--- src/rtl/dsp48_counter_slice.sv ---
// dsp48_counter_slice: behavioural DSP48E1 post-adder, P register and
// masked pattern detector, used as a programmable terminal counter.
//
// Ports:
//   fast_clk_i     sole clock, rising edge
//   fast_rst_n_i   asynchronous active-low reset
//   C              48-bit C operand / pattern or mask source
//   CEC, RSTC      C register enable / sync reset (RSTC wins)
//   OPMODE         {Z[6:4], Y[3:2], X[1:0]} operand selects
//   ALUMODE        0011 = Z-(X+Y+CIN), anything else = Z+X+Y+CIN
//   CARRYIN        carry into the adder
//   CEP, RSTP      P/detect enable / sync reset (RSTP wins)
//   P              48-bit P register
//   PATTERNDETECT  registered masked match of P against the pattern
//   PATTERNBDETECT registered masked match against ~pattern
//                  (only with DSP_SLICE_PATB_EN defined)
//
// Optional feature macro: DSP_SLICE_PATB_EN adds PATTERNBDETECT and
// the AUTORESET_PATDET = "RESET_MATCHB" option.

module dsp48_counter_slice #(
    parameter int unsigned CREG               = 1,
    parameter logic [47:0] MASK               = 48'h3FFF_FFFF_FFFF,
    parameter logic [47:0] PATTERN            = 48'h0,
    parameter string       SEL_PATTERN        = "PATTERN",
    parameter string       SEL_MASK           = "MASK",
    parameter string       USE_PATTERN_DETECT = "NO_PATDET",
    parameter string       AUTORESET_PATDET   = "NO_RESET"
) (
    input  logic        fast_clk_i,
    input  logic        fast_rst_n_i,
    input  logic [47:0] C,
    input  logic        CEC,
    input  logic        RSTC,
    input  logic [6:0]  OPMODE,
    input  logic [3:0]  ALUMODE,
    input  logic        CARRYIN,
    input  logic        CEP,
    input  logic        RSTP,
    output logic [47:0] P,
    output logic        PATTERNDETECT
`ifdef DSP_SLICE_PATB_EN
    ,
    output logic        PATTERNBDETECT
`endif
);

    localparam bit PAT_FROM_C = (SEL_PATTERN == "C");
    localparam bit MSK_FROM_C = (SEL_MASK == "C");
    localparam bit PD_EN      = (USE_PATTERN_DETECT == "PATDET");
    localparam bit AR_MATCH   = (AUTORESET_PATDET == "RESET_MATCH");
    localparam bit AR_NMATCH  = (AUTORESET_PATDET == "RESET_NOT_MATCH");
`ifdef DSP_SLICE_PATB_EN
    localparam bit AR_MATCHB  = (AUTORESET_PATDET == "RESET_MATCHB");
`endif

    logic [47:0] c_r;
    logic [47:0] cpath;
    logic [47:0] x_mux;
    logic [47:0] y_mux;
    logic [47:0] z_mux;
    logic [47:0] xyc;
    logic [47:0] alu;
    logic [47:0] pat;
    logic [47:0] msk;
    logic        match;
    logic        pd_past;
    logic        auto_rst;

    // C register; with CREG=0 it is left unused and trimmed.
    always_ff @(posedge fast_clk_i or negedge fast_rst_n_i) begin
        if (!fast_rst_n_i) begin
            c_r <= '0;
        end else if (RSTC) begin
            c_r <= '0;
        end else if (CEC) begin
            c_r <= C;
        end
    end

    assign cpath = (CREG != 0) ? c_r : C;

    always_comb begin
        x_mux = '0;
        y_mux = '0;
        z_mux = '0;
        case (OPMODE[1:0])
            2'b10:   x_mux = P;
            default: x_mux = '0;
        endcase
        case (OPMODE[3:2])
            2'b11:   y_mux = cpath;
            default: y_mux = '0;
        endcase
        case (OPMODE[6:4])
            3'b010:  z_mux = P;
            3'b011:  z_mux = cpath;
            default: z_mux = '0;
        endcase
    end

    assign xyc = x_mux + y_mux + {47'b0, CARRYIN};

    // Only subtract is decoded; every other ALUMODE adds.
    assign alu = (ALUMODE == 4'b0011) ? (z_mux - xyc) : (z_mux + xyc);

    assign pat   = PAT_FROM_C ? cpath : PATTERN;
    assign msk   = MSK_FROM_C ? cpath : MASK;
    assign match = (((alu ^ pat) & ~msk) == '0);

`ifdef DSP_SLICE_PATB_EN
    logic matchb;

    assign matchb = (((alu ^ ~pat) & ~msk) == '0);
`endif

    // Auto-reset looks at the registered flags, so the terminal value
    // is visible on P for exactly one cycle before the rewind.
    always_comb begin
        auto_rst = 1'b0;
        if (AR_MATCH && PATTERNDETECT) begin
            auto_rst = 1'b1;
        end
        if (AR_NMATCH && !PATTERNDETECT && pd_past) begin
            auto_rst = 1'b1;
        end
`ifdef DSP_SLICE_PATB_EN
        if (AR_MATCHB && PATTERNBDETECT) begin
            auto_rst = 1'b1;
        end
`endif
    end

    always_ff @(posedge fast_clk_i or negedge fast_rst_n_i) begin
        if (!fast_rst_n_i) begin
            P             <= '0;
            PATTERNDETECT <= 1'b0;
            pd_past       <= 1'b0;
        end else if (RSTP || auto_rst) begin
            P             <= '0;
            PATTERNDETECT <= 1'b0;
            pd_past       <= 1'b0;
        end else begin
            // pd_past tracks the flag every cycle so a falling edge
            // is seen even while CEP holds the register.
            pd_past <= PATTERNDETECT;
            if (CEP) begin
                P             <= alu;
                PATTERNDETECT <= PD_EN ? match : 1'b0;
            end
        end
    end

`ifdef DSP_SLICE_PATB_EN
    always_ff @(posedge fast_clk_i or negedge fast_rst_n_i) begin
        if (!fast_rst_n_i) begin
            PATTERNBDETECT <= 1'b0;
        end else if (RSTP || auto_rst) begin
            PATTERNBDETECT <= 1'b0;
        end else if (CEP) begin
            PATTERNBDETECT <= PD_EN ? matchb : 1'b0;
        end
    end
`endif

endmodule

--- config.mk ---
export PLATFORM = sky130hd
export DESIGN_NAME = dsp48_counter_slice
export DESIGN_NICKNAME = d
export VERILOG_FILES = /design/src/rtl/dsp48_counter_slice.sv
export SDC_FILE = /design/constraint.sdc
export NUM_CORES = 1
export LEC_CHECK = 0
export CAP_MARGIN = 20
export CORE_MARGIN = 2
export CORE_UTILIZATION = 55
export CTS_CLUSTER_SIZE = 30
export DETAILED_ROUTE_END_ITERATION = 16
export PLACE_DENSITY = 0.77
export SLEW_MARGIN = 20
export SYNTH_ARGS = -nofsm -noshare
export SYNTH_HDL_FRONTEND = slang
export SYNTH_SLANG_ARGS = --single-unit
--- constraint.sdc ---
create_clock -name fast_clk_i -period 8.1 [get_ports fast_clk_i]
set_clock_uncertainty 0.05 [all_clocks]
set_input_delay 2.025 -clock fast_clk_i [delete_from_list [all_inputs] [get_ports fast_clk_i]]
set_output_delay 2.025 -clock fast_clk_i [all_outputs]
set_load 0.01 [all_outputs]
==> results.py <==
metrics = {
    "floorplan": {
        "rows": 54,
        "core-area_mm2": 0.02176,
        "floorplan.initialDensity_pct": 55.88,
        "die_h_um": 152.7,
        "die_w_um": 152.7,
        "die-area_mm2": 0.02331,
        "ios": 115,
    },
    "yosys": {
        "synth_fp_nets": 1739,
        "yosysTopAreaCellShare_pct": 19.76,
        "yosysMostFrequentCell": "nor2_1",
        "yosysUniqueCellTypes": 85,
        "ys_ff_latch": 96,
        "ys.flop_type": "dfrtp_1",
        "netlist_area_mm2": 0.01216,
        "synth_edf_count": 0,
        "yosysWarnings": 0,
        "synthCells": 1576,
        "synthTopCellsByArea": "dfrtp_1 20%, mux2i_1 10%, ha_1 9.7%",
        "yosys-top-cells-count": "222 x nor2_1, 125 x mux2i_1, 122 x a21oi_1, 111 x nand2_1, 96 x dfrtp_1",
        "synth-seq-area-share_pct": 19.76,
        "syn_area_per_cell_um2": 7.714,
        "synth_top_area_cell": "dfrtp_1",
        "synthArstFlopShare_pct": 100.0,
    },
    "placed_design": {
        "dp_hpwl_um": 32350,
        "placed_area_mm2": 0.01578,
        "io_buffers": 113,
        "gp_congestion": 0.9892,
    },
    "route": {
        "routed_via_density": 6.012,
        "drt_iter0_drc": 962,
        "wl_um": 41820,
        "ant_nets": 0,
        "wire_per_inst_um": 18.64,
        "drt-pass1-iter-count": 5,
        "drc": 0,
        "vias": 13491,
    },
    "critical_path": {
        "crit_path_max_fanout": 6,
        "critPathMaxStageDelay_ps": 490,
        "cp-start-kind": "input port",
        "cpMaxStageDelayCell": "or4bb_4",
        "required_ps": 8300,
        "cp-end-kind": "register",
        "critPathKind": "input port to register",
        "cp.arrival_ps": 8070,
    },
    "clock_network": {
        "numCtsBuffers": 9,
        "cts_tree": "done",
        "cts-root-buf": "clkbuf_16",
        "path_clk_slew_ps": 80,
        "clock_path_buffers": 2,
        "clk_latency_ps": 360,
        "cts-htree-levels": 3,
        "cts_sinks": 96,
    },
    "power": {
        "p_per_area_mw_per_mm2": 117.0,
        "leakage_nw": 8.351,
        "peakVddDrop_mv": 0.1155,
    },
    "grt": {
        "grt_overflow": 0,
        "antenna_found_initial": 1,
        "grt_pass1_wl_um": 67280,
        "grt_pass1_vias": 13219,
        "grt_util_all_layers_pct": 35.02,
        "grt_max_degree": 59,
    },
    "timing": {
        "worstMarginPinSlew_ps": 1065,
        "fin_crit_ps": 7868,
        "finalCritPeriodShare_pct": 97.14,
        "setup_violations": 0,
        "max_slew_margin_pct": 29.01,
        "hold_viol": 0,
        "drv_slew": 0,
        "max_freq_mhz": 127.1,
        "timing.hold.ws_ps": 518.9,
        "setup-tns-final_ps": 0,
    },
    "final_layout": {
        "n_antenna_cell": 0,
        "design_area_mm2": 0.01630,
        "syn2layout_area_growth_pct": 34.09,
        "drive_above_1_share_pct": 21.54,
        "fin_nets": 2122,
    },
    "flow_run": {
        "drv_cap": 0,
    },
    "hold_path": {
        "min_path_type": "register to register",
    },
    "status": {
        "status": "complete, no violations",
    },
}
==> cells by family after synthesis <==
kind of cell	synth area share (%)
mux	10.66
compound gates	23.16
buf+inv	3.674
fa+ha+maj	10.17
flops	19.76
simple gates	25.13
other cells	0.03084
xor+xnor	7.420
==> final timing paths <==
check | startpoint | end | slack [ps] | cells past startpoint
worst max-delay path | OPMODE[0] | P[42] | 230 | 29
worst min-delay path | c_r[2] | c_r[2] | 520 | 2
worst max register to register | P[0] | P[42] | 1760 | 27
worst min register to register | c_r[2] | c_r[2] | 520 | 2
max in group asynchronous | fast_rst_n_i | P[45] | 5280 | 2
min in group asynchronous | fast_rst_n_i | c_r[20] | 1610 | 1
==> routing by layer <==
layer  vias up  track usage [%]  wire length [um]
met5         -                0                 0
met4         0            10.32              1002
met3        65            5.660              3351
met2       522            55.50             18600
met1      6411            49.29             18880
li1       6493                -                 -
==> cell usage in the layout, fill, tap and decap left out, types with 24 or more instances in the layout <==
cell type,instances
and3_1,60
dfrtp_1,96
a21oi_1,116
nand3_1,32
buf_4,340
nand4_1,24
ha_1,94
nor2_1,221
o21a_1,28
xnor2_1,56
mux2i_1,125
o21ai_0,67
inv_1,32
xor2_1,46
a21o_1,52
and2_1,52
clkdlybuf4s50_1,102
nand2_1,110
==> registers in the layout, summed over array words and instances, names as in the netlist <==
register and flops:
P 48, c_r 48
==> worst max-delay path, delay by kind of cell <==
family          cells  cell delay [ps]
compound gates     12             2230
buf+inv             3              430
xor+xnor            1              180
fa+ha+maj           3             1060
simple gates       10             2100
==> stage by stage <==
stage / utilization [%] / power, mW / std cells / worst slack (ps)
after global routing: 74.94 / 2.006 / 2244 / -1.799
after CTS: 74.37 / 1.891 / 2237 / 7.456
after global placement: 72.51 / 1.397 / 2212 / -521.7
final: 74.94 / 1.907 / 2244 / 231.6
after floorplan: - / 1.050 / 1576 / 43.62
after detailed placement: 72.51 / 1.417 / 2212 / -678.4
==> layout make-up <==
type | instances | area (um2)
clock buffer | 10 | 229.0
clock inverter | 6 | 67.56
fill | 1704 | 5453
inverter | 33 | 123.9
multi-input combinational | 1365 | 9464
sequential | 96 | 2402
tap | 280 | 350.3
timing repair buffer | 454 | 3666
==> repair_timing <==
item | 4_1_cts | 5_1_grt
pin swaps | 9 | 27
setup endpoints to repair | 12 | 17
hold endpoints to repair | 0 | 0
hold buffers | 0 | 0
gates resized for setup | 11 | 32
buffers inserted | 9 | 7
gates cloned | 0 | 0
==> report_power, final <==
part / internal, mW / switching [mW]
Combinational: 0.436 / 0.440
Sequential: 0.518 / 0.0489
Clock: 0.242 / 0.221
Note: power is estimated with default switching activity, not from simulation.
